`src/rtl/disp7_pkg.sv`:
```
// Shared page encoding, segment constants and helpers for the 7-segment pager.
package disp7_pkg;

    typedef enum logic [1:0] {
        P_MAIN = 2'd0,
        P_SUB  = 2'd1,
        P_MEAS = 2'd2
    } page_t;

    // Segment patterns, bit0 = seg a ... bit6 = seg g
    localparam logic [6:0] SEG_BLANK = 7'b0000000;
    localparam logic [6:0] SEG_DASH  = 7'b1000000;
    localparam logic [6:0] SEG_A     = 7'b1110111;
    localparam logic [6:0] SEG_B     = 7'b1111100;

    // Decimal digit to segment pattern; non-decimal codes show blank
    function automatic logic [6:0] hex2seg(input logic [3:0] d);
        logic [6:0] s;
        case (d)
            4'd0:    s = 7'b0111111;
            4'd1:    s = 7'b0000110;
            4'd2:    s = 7'b1011011;
            4'd3:    s = 7'b1001111;
            4'd4:    s = 7'b1100110;
            4'd5:    s = 7'b1101101;
            4'd6:    s = 7'b1111101;
            4'd7:    s = 7'b0000111;
            4'd8:    s = 7'b1111111;
            4'd9:    s = 7'b1101111;
            default: s = SEG_BLANK;
        endcase
        return s;
    endfunction

    // 10^n, the first value that no longer fits in n decimal digits
    function automatic logic [31:0] pow10(input int unsigned n);
        logic [31:0] r;
        r = 32'd1;
        for (int unsigned i = 0; i < n; i++) begin
            r = r * 32'd10;
        end
        return r;
    endfunction

endpackage

```
`src/rtl/bin2bcd.sv`:
```
// Sequential double-dabble: MW shift cycles per conversion, START restarts.
module bin2bcd #(
    parameter int unsigned MW = 8,
    parameter int unsigned ND = 3
) (
    input  logic              CLK,
    input  logic              RSTX,
    input  logic              START,
    input  logic [MW-1:0]     BIN,
    output logic              BUSY,
    output logic              DONE,
    output logic [4*ND-1:0]   BCD
);

    localparam int unsigned CW = $clog2(MW + 1);

    logic [MW-1:0]   bin_q;
    logic [4*ND-1:0] bcd_q;
    logic [4*ND-1:0] adj_c;
    logic [CW-1:0]   cnt;

    // Add-3 correction on every BCD nibble that is 5 or more
    always_comb begin
        adj_c = '0;
        for (int i = 0; i < int'(ND); i++) begin
            adj_c[4*i +: 4] = (bcd_q[4*i +: 4] >= 4'd5) ? bcd_q[4*i +: 4] + 4'd3
                                                       : bcd_q[4*i +: 4];
        end
    end

    // Load on START, then shift one binary bit into the BCD field per cycle
    always_ff @(posedge CLK or negedge RSTX) begin
        if (!RSTX) begin
            bin_q <= '0;
            bcd_q <= '0;
            cnt   <= '0;
            BUSY  <= 1'b0;
            DONE  <= 1'b0;
        end else if (START) begin
            bin_q <= BIN;
            bcd_q <= '0;
            cnt   <= CW'(MW);
            BUSY  <= 1'b1;
            DONE  <= 1'b0;
        end else begin
            DONE <= 1'b0;
            if (BUSY) begin
                {bcd_q, bin_q} <= {adj_c[4*ND-2:0], bin_q, 1'b0};
                cnt            <= cnt - CW'(1);
                if (cnt == CW'(1)) begin
                    BUSY <= 1'b0;
                    DONE <= 1'b1;
                end
            end
        end
    end

    assign BCD = bcd_q;

endmodule

```
`src/rtl/disp7_pager.sv`:
```
// Multiplexed 7-segment pager: MAIN mode, SUB mode, then measurement page.
// Optional build macro DISP7_PAGER_REFRESH_EN: keep re-requesting measurements
// every dwell period while the measurement page is shown.
module disp7_pager
    import disp7_pkg::*;
#(
    parameter int unsigned N_DIGIT = 4,
    parameter int unsigned MW      = 8,
    parameter int unsigned DWELL   = 10_000_000,
    parameter int unsigned SCAN    = 50
) (
    input  logic                   CLK,
    input  logic                   RSTX,
    input  logic [MW-1:0]          MAIN_MODE,
    input  logic [MW-1:0]          SUB_MODE,
    input  logic                   MEAS_EN,
    input  logic [7*N_DIGIT-1:0]   MEAS_SEG,
    input  logic                   MEAS_VALID,
    output logic                   MEAS_START,
    output logic [N_DIGIT-1:0]     DIGIT_SEL,
    output logic [7:0]             DIGIT
);

    localparam int unsigned ND = N_DIGIT - 1;
    localparam int unsigned BW = 4 * ND;
    localparam int unsigned DW = $clog2(DWELL + 1);
    localparam int unsigned SW = $clog2(SCAN + 1);
    localparam int unsigned IW = $clog2(N_DIGIT);
    localparam logic [31:0] OVF_LIM = pow10(ND);

    logic [MW-1:0] main_sh, sub_sh;
    logic          main_chg_c, sub_chg_c, chg_c;

    page_t         page, page_nxt;
    logic [DW-1:0] dwell, dwell_nxt;
    logic          meas_start_nxt;

    logic                 meas_ok;
    logic [7*N_DIGIT-1:0] meas_q;

    logic          conv_sub, main_rdy, sub_rdy;
    logic [BW-1:0] main_bcd, sub_bcd;
    logic          cv_start_c, cv_busy, cv_done, cv_accept_c;
    logic [MW-1:0] cv_bin_c;
    logic [BW-1:0] cv_bcd;

    logic [SW-1:0] scan_cnt;
    logic [IW-1:0] idx;
    logic [6:0]    seg_c;

    assign main_chg_c = (MAIN_MODE != main_sh);
    assign sub_chg_c  = (SUB_MODE != sub_sh);
    assign chg_c      = main_chg_c || sub_chg_c;

    // Mode shadows track the inputs every cycle for change detection
    always_ff @(posedge CLK or negedge RSTX) begin
        if (!RSTX) begin
            main_sh <= '1;
            sub_sh  <= '1;
        end else begin
            main_sh <= MAIN_MODE;
            sub_sh  <= SUB_MODE;
        end
    end

    // Page state register with dwell counter and measurement request
    always_ff @(posedge CLK or negedge RSTX) begin
        if (!RSTX) begin
            page       <= P_MAIN;
            dwell      <= DW'(DWELL - 1);
            MEAS_START <= 1'b0;
        end else begin
            page       <= page_nxt;
            dwell      <= dwell_nxt;
            MEAS_START <= meas_start_nxt;
        end
    end

    // Page next-state: a change event overrides any dwell expiry
    always_comb begin
        page_nxt       = page;
        dwell_nxt      = dwell;
        meas_start_nxt = 1'b0;
        if (chg_c) begin
            page_nxt       = (sub_chg_c && !main_chg_c) ? P_SUB : P_MAIN;
            dwell_nxt      = DW'(DWELL - 1);
            meas_start_nxt = sub_chg_c && !main_chg_c;
        end else begin
            case (page)
                P_MAIN: begin
                    if (dwell == '0) begin
                        page_nxt       = P_SUB;
                        dwell_nxt      = DW'(DWELL - 1);
                        meas_start_nxt = 1'b1;
                    end else begin
                        dwell_nxt = dwell - DW'(1);
                    end
                end
                P_SUB: begin
                    if (dwell == '0) begin
                        page_nxt  = P_MEAS;
                        dwell_nxt = DW'(DWELL - 1);
                    end else begin
                        dwell_nxt = dwell - DW'(1);
                    end
                end
                P_MEAS: begin
`ifdef DISP7_PAGER_REFRESH_EN
                    if (dwell == '0) begin
                        dwell_nxt      = DW'(DWELL - 1);
                        meas_start_nxt = 1'b1;
                    end else begin
                        dwell_nxt = dwell - DW'(1);
                    end
`endif
                end
                default: page_nxt = P_MAIN;
            endcase
        end
    end

    // Latch the formatter's final pattern; a change invalidates it
    always_ff @(posedge CLK or negedge RSTX) begin
        if (!RSTX) begin
            meas_ok <= 1'b0;
            meas_q  <= '0;
        end else if (chg_c) begin
            meas_ok <= 1'b0;
        end else if (MEAS_VALID) begin
            meas_ok <= 1'b1;
            meas_q  <= MEAS_SEG;
        end
    end

    // Convert MAIN first, then SUB; any change aborts and restarts with MAIN
    assign cv_accept_c = cv_done && !cv_busy && !chg_c;
    assign cv_start_c  = chg_c || (cv_accept_c && !conv_sub);
    assign cv_bin_c    = chg_c ? MAIN_MODE : SUB_MODE;

    bin2bcd #(
        .MW (MW),
        .ND (ND)
    ) u_bin2bcd (
        .CLK   (CLK),
        .RSTX  (RSTX),
        .START (cv_start_c),
        .BIN   (cv_bin_c),
        .BUSY  (cv_busy),
        .DONE  (cv_done),
        .BCD   (cv_bcd)
    );

    // Hold conversion results until the next change event
    always_ff @(posedge CLK or negedge RSTX) begin
        if (!RSTX) begin
            conv_sub <= 1'b0;
            main_rdy <= 1'b0;
            sub_rdy  <= 1'b0;
            main_bcd <= '0;
            sub_bcd  <= '0;
        end else if (chg_c) begin
            conv_sub <= 1'b0;
            main_rdy <= 1'b0;
            sub_rdy  <= 1'b0;
        end else if (cv_accept_c) begin
            if (!conv_sub) begin
                main_bcd <= cv_bcd;
                main_rdy <= 1'b1;
                conv_sub <= 1'b1;
            end else begin
                sub_bcd <= cv_bcd;
                sub_rdy <= 1'b1;
            end
        end
    end

    // Free-running scan: digit index steps every SCAN cycles
    always_ff @(posedge CLK or negedge RSTX) begin
        if (!RSTX) begin
            scan_cnt <= '0;
            idx      <= '0;
        end else if (scan_cnt == SW'(SCAN - 1)) begin
            scan_cnt <= '0;
            idx      <= (idx == IW'(N_DIGIT - 1)) ? '0 : idx + IW'(1);
        end else begin
            scan_cnt <= scan_cnt + SW'(1);
        end
    end

    // Segment pattern for the digit currently indexed on the current page
    always_comb begin
        logic          rdy;
        logic          ovf;
        logic [6:0]    letter;
        logic [BW-1:0] val;
        logic [3:0]    nib;
        logic [6:0]    mseg;

        seg_c  = SEG_BLANK;
        rdy    = (page == P_SUB) ? sub_rdy : main_rdy;
        ovf    = (page == P_SUB) ? (32'(sub_sh) >= OVF_LIM) : (32'(main_sh) >= OVF_LIM);
        letter = (page == P_SUB) ? SEG_B : SEG_A;
        val    = (page == P_SUB) ? sub_bcd : main_bcd;
        nib    = 4'd0;
        mseg   = SEG_BLANK;
        for (int i = 0; i < int'(ND); i++) begin
            if (idx == IW'(i)) nib = val[4*i +: 4];
        end
        for (int i = 0; i < int'(N_DIGIT); i++) begin
            if (idx == IW'(i)) mseg = meas_q[7*i +: 7];
        end

        case (page)
            P_MAIN, P_SUB: begin
                if (rdy) begin
                    if (idx == IW'(N_DIGIT - 1)) seg_c = letter;
                    else if (ovf)                seg_c = SEG_DASH;
                    else                         seg_c = hex2seg(nib);
                end
            end
            P_MEAS:  seg_c = (MEAS_EN && meas_ok) ? mseg : SEG_DASH;
            default: seg_c = SEG_BLANK;
        endcase
    end

    // Select and segments registered together so digits never ghost
    always_ff @(posedge CLK or negedge RSTX) begin
        if (!RSTX) begin
            DIGIT_SEL <= N_DIGIT'(1);
            DIGIT     <= 8'd0;
        end else begin
            DIGIT_SEL <= N_DIGIT'(1) << idx;
            DIGIT     <= {1'b0, seg_c};
        end
    end

endmodule

```
`config.mk`:
```
export PLATFORM = sky130hd
export DESIGN_NAME = disp7_pager
export DESIGN_NICKNAME = d
export VERILOG_FILES = /design/src/rtl/disp7_pkg.sv /design/src/rtl/bin2bcd.sv /design/src/rtl/disp7_pager.sv
export SDC_FILE = /design/constraint.sdc
export NUM_CORES = 1
export LEC_CHECK = 0
export ABC_AREA = 1
export CORE_MARGIN = 1
export CORE_UTILIZATION = 59
export DETAILED_ROUTE_END_ITERATION = 10
export PLACE_DENSITY_LB_ADDON = 0.3
export RECOVER_POWER = 25
export SYNTH_ARGS = -nofsm -noshare
export SYNTH_HDL_FRONTEND = slang
export SYNTH_SLANG_ARGS = --single-unit
```
`constraint.sdc`:
```
create_clock -name CLK -period 3 [get_ports CLK]
set_input_delay 0.3 -clock CLK [delete_from_list [all_inputs] [get_ports CLK]]
set_output_delay 0.3 -clock CLK [all_outputs]
set_load 0.05 [all_outputs]
```
==> summary.txt <==
Critical path
  – Crit-path leading delay family: simple AND/OR/NAND/NOR gates
  – Start of the worst register-to-register path: page[1]
  – Reg2reg setup slack: between 0.3 and 0.4 ns
  – Master of the slowest instance on the critical path: sky130_fd_sc_hd__dfrtp_1
  – Critical path data required time: 3.36 ns
  – Reg-to-Reg End: DIGIT[3]
  – Capturing element type of the critical path: register
  – Worst path bufs/invs: 3
  – Number of gates on the worst path with buffers counted: 15
  – End point of the critical path: DIGIT[3]
  – Delay of the slowest critical-path stage: about 0.42 ns
  – Data arrival at the endpoint of the critical path: around 3.0 ns
  – Cells along the critical path: inv_1 > nand2_2 > o21ai_0 > o22ai_1 > nand2_1 > o21a_1 > inv_1 > ha_1 > inv_1 > nand3_1 > nand3_1 > nand2_1 > nand2_1 > nand3_1 > nand2_1
  – Critical-path maximum fanout: 17
  – Crit path kind: reg -> reg
  – Cell seen most often among critical-path stages: sky130_fd_sc_hd__nand2_1
  – Launch point of the critical path: page[1]
  – Worst reg-to-reg path cell count: 15
  – Crit path launch type: register

Clock tree
  – Number of sinks driven by the clock tree: between 100 and 150
  – Clock tree from TritonCTS: yes
  – H-tree depth reported by CTS: 4
  – Clock Tree Buf Depth: 2
  – CTS root buffer: sky130_fd_sc_hd__clkbuf_16
  – Clk Latency, worst-skew pair: 0.43 ns
  – Post-CTS Repair Setup Buffers: 0
  – Clock transition at the register clock pins on the worst setup and hold paths after CTS: 0.06 ns
  – Num CTS Buffers: 17
  – Cts repair resizes: 0

Synthesis
  – Total standard cell area after synthesis: about 7500 um2
  – Sequential fraction of the synthesis area: 48.60%
  – Compound-Gate Fraction of Synth Area: under 10%
  – Synth Area in Simple Gates: a little over a quarter
  – Main combinational cell family by area after synthesis: simple AND/OR/NAND/NOR gates
  – Most common library cells after synthesis: sky130_fd_sc_hd__nand2_1, sky130_fd_sc_hd__dfrtp_1, sky130_fd_sc_hd__inv_1
  – FF+latch count, synth: 144
  – Share of the synthesized netlist area taken by xor and xnor gates: ~3.4%
  – Leading area contributor after synthesis: sky130_fd_sc_hd__dfrtp_1
  – Number of nets in the synthesized netlist: 1001
  – EDFF count, synth: 0
  – Post-synth ARST share: 100.0%
  – Adder and majority gate portion of the synthesized area: 3.506%
  – Cell with the most instances after synthesis: sky130_fd_sc_hd__nand2_1
  – Gate Count Post-Synth: 932
  – Unique masters post-synth: 41
  – Share of the synthesized area in the top cell type: roughly 38%
  – Synthesized area per cell: between 8 and 9 um2
  – Cell types occupying the most area after synthesis: sky130_fd_sc_hd__dfrtp_1, sky130_fd_sc_hd__nand2_1, sky130_fd_sc_hd__dfstp_2, sky130_fd_sc_hd__inv_1, sky130_fd_sc_hd__nand3_1
  – Share of synthesized area spent on multiplexers: 0%
  – Synth warnings: 0
  – Most common flop cell mapped by yosys: sky130_fd_sc_hd__dfrtp_1

Power and ir drop
  – Largest voltage drop on the vdd net: 0.0003446 V
  – Cell leakage power: 4.261 nW
  – Total power density per cell area: between 500 and 600 nW/um2

Timing
  – Worst clock skew on the final layout: approximately 0.0064 ns
  – Measured slew at the worst slew-check pin: 2.053 ns
  – Total negative slack for setup checks: 0 ns
  – Final-report max-slew violation count: 81
  – Maximum clock frequency: about 0.38 GHz
  – Setup repair after global routing missed its margin: false
  – Final-report hold violation count: 0
  – Time the final worst path needs with I/O delays and setup: around 2.6 ns
  – Final clock period utilization by the worst path: between 80% and 90%
  – Tightest slew margin relative to the limit: -36.85%
  – Final setup violation count: 0

Global route
  – Maximum number of pins on one net before global-route repair: 82
  – GRT overflow: 0
  – Global-route wire length before repair: approximately 28000 um
  – Combined global-route utilization of all metal layers: between 20% and 30%
  – Antenna violations before repair: 0
  – Number of global-route vias before repair: around 6000

Finish
  – Number of antenna diodes: 0
  – Layout cell share with drive strength beyond 1: roughly a tenth
  – Nets@finish: between 1000 and 1500
  – Cell area after layout: 8877 um2
  – Layout overhead on the synthesized area: 18.45%

Floorplanning
  – Overall die area: between 10000 and 15000 um2
  – Horizontal extent of the die: ~110 um
  – Die outline height: between 100 and 150 um
  – Rows: 40
  – Starting utilization of the core area: 61.37%
  – Number of placed I/O pins: 61
  – Area of the core region: 12210 um2

Run status
  – Outcome: finished, violations left
  – Violated checks: capacitance limit, slew limit

Drt
  – DRT iter0 DRCs: around 570
  – Remaining antenna violation count after routing: 0
  – Final routed DRC violation total: 0
  – Total via count in the routed design: roughly 6300
  – First-pass DRT Iterations: 5
  – DRT Wirelength: between 15000 and 20000 um
  – Wirelength per Cell: between 10 and 15 um
  – Vias/cell: 5.412

Placed design
  – Final HPWL from detailed placement: roughly 11000 um
  – Total placed instance area: 8232 um2
  – RePlAce Congestion: a little under 0.9
  – Input/output buffers: 59

Hold path
  – Hold/Removal Path Class: in -> reg

Flow run
  – Max Cap Violations: 1
[registers in the layout, indices dropped and copies added (netlist names), 2 cells and up]
register         count
page                 2
DIGIT_SEL            4
sub_sh               8
meas_q              28
scan_cnt             6
idx                  2
dwell               24
main_bcd            12
u_bin2bcd.bin_q      8
u_bin2bcd.cnt        4
main_sh              8
DIGIT                7
sub_bcd             12
u_bin2bcd.BCD       12
[where the power goes]
group	switching, W	internal (W)	leakage, nW	total [W]
sequential	0.00000904	0.00197	1.80	0.00198
clock	0.000798	0.00151	0.313	0.00231
combinational	0.0000879	0.0000756	2.15	0.000164
[logic make-up after synthesis]
| family | after synthesis |
|---|---|
| buffers and inverters | 150 |
| adder cells (fa/ha/maj) | 21 |
| AO/OA/AOI/OAI | 135 |
| XOR/XNOR | 29 |
| AND/OR/NAND/NOR | 452 |
| flip-flops | 144 |
| other | 1 |
[through the flow]
| step | util (%) | instances | hold WS, ns | total power, W | worst slack, ns |
|---|---|---|---|---|---|
| 2_1_floorplan | - | 932 | 0.004409 | 0.002054 | 0.7957 |
| 3_3_place_gp | 67.41 | 1138 | 0.3983 | 0.002177 | 0.4659 |
| 3_5_place_dp | 67.41 | 1138 | 0.3940 | 0.002180 | 0.4357 |
| 4_1_cts | 72.78 | 1171 | 0.3511 | 0.004482 | 0.3748 |
| 5_1_grt | 72.69 | 1171 | 0.4365 | 0.004577 | 0.06236 |
| 6_report | 72.69 | 1171 | 0.4306 | 0.004453 | 0.3530 |
[metal layers]
metal | part of all wire [%] | up-vias | global-route usage, %
li1 | - | 3104 | -
met1 | 46 | 3031 | 37.30
met2 | 47 | 169 | 44.44
met3 | 4.9 | 33 | 5.558
met4 | 2.1 | 0 | 11.26
met5 | 0 | - | 0
[what timing repair did]
item,4_1_cts,5_1_grt
endpoints found under the hold margin,58,0
hold buffers,1,0
setup endpoints to repair,0,0
[worst register-to-register path, delay by kind of cell (launching register included)]
kind                     cells  cell delay (ns)
AO/OA/AOI/OAI                3             0.60
adder cells (fa/ha/maj)      1             0.17
flip-flops                   1             0.42
AND/OR/NAND/NOR              8             0.87
buffers and inverters        3             0.53
[worst min path at each step]
stage | from | to | slack [ns] | cells after the start
after global routing | MEAS_SEG[17] | meas_q[17] | 0.44 | 3
after global placement | RSTX | dwell[11] | 0.40 | 1
after CTS | SUB_MODE[6] | sub_sh[6] | 0.35 | 1
final | MEAS_SEG[14] | meas_q[14] | 0.43 | 3
after detailed placement | RSTX | dwell[11] | 0.39 | 1
after floorplan | RSTX | DIGIT[0] | 0.004 | 0
[layout make-up]
cell class	instances	area (um2)
Fill cell	936	3334
Tap cell	168	210.2
Timing Repair Buffer	75	716.9
Clock inverter	11	185.2
Multi-Input combinational cell	638	3234
Clock buffer	21	460.4
Sequential cell	144	3642
Inverter	114	427.9
[layout by cell type, fill, tap and decap left out, drive strengths merged, types with 6 or more instances in the layout]
master | Yosys | layout
nand2 | 238 | 238
dfrtp | 113 | 113
inv | 113 | 113
nand3 | 83 | 83
nor2 | 82 | 82
o21ai | 76 | 76
clkdlybuf4s50 | 0 | 42
a21oi | 37 | 37
dfstp | 31 | 31
clkbuf | 19 | 23
nand4 | 22 | 22
ha | 21 | 21
dlygate4sd3 | 0 | 17
xnor2 | 15 | 15
xor2 | 14 | 14
buf | 17 | 14
nor3 | 9 | 9
or2 | 7 | 7
o22ai | 6 | 6
Power figures use the tool's default switching activity.
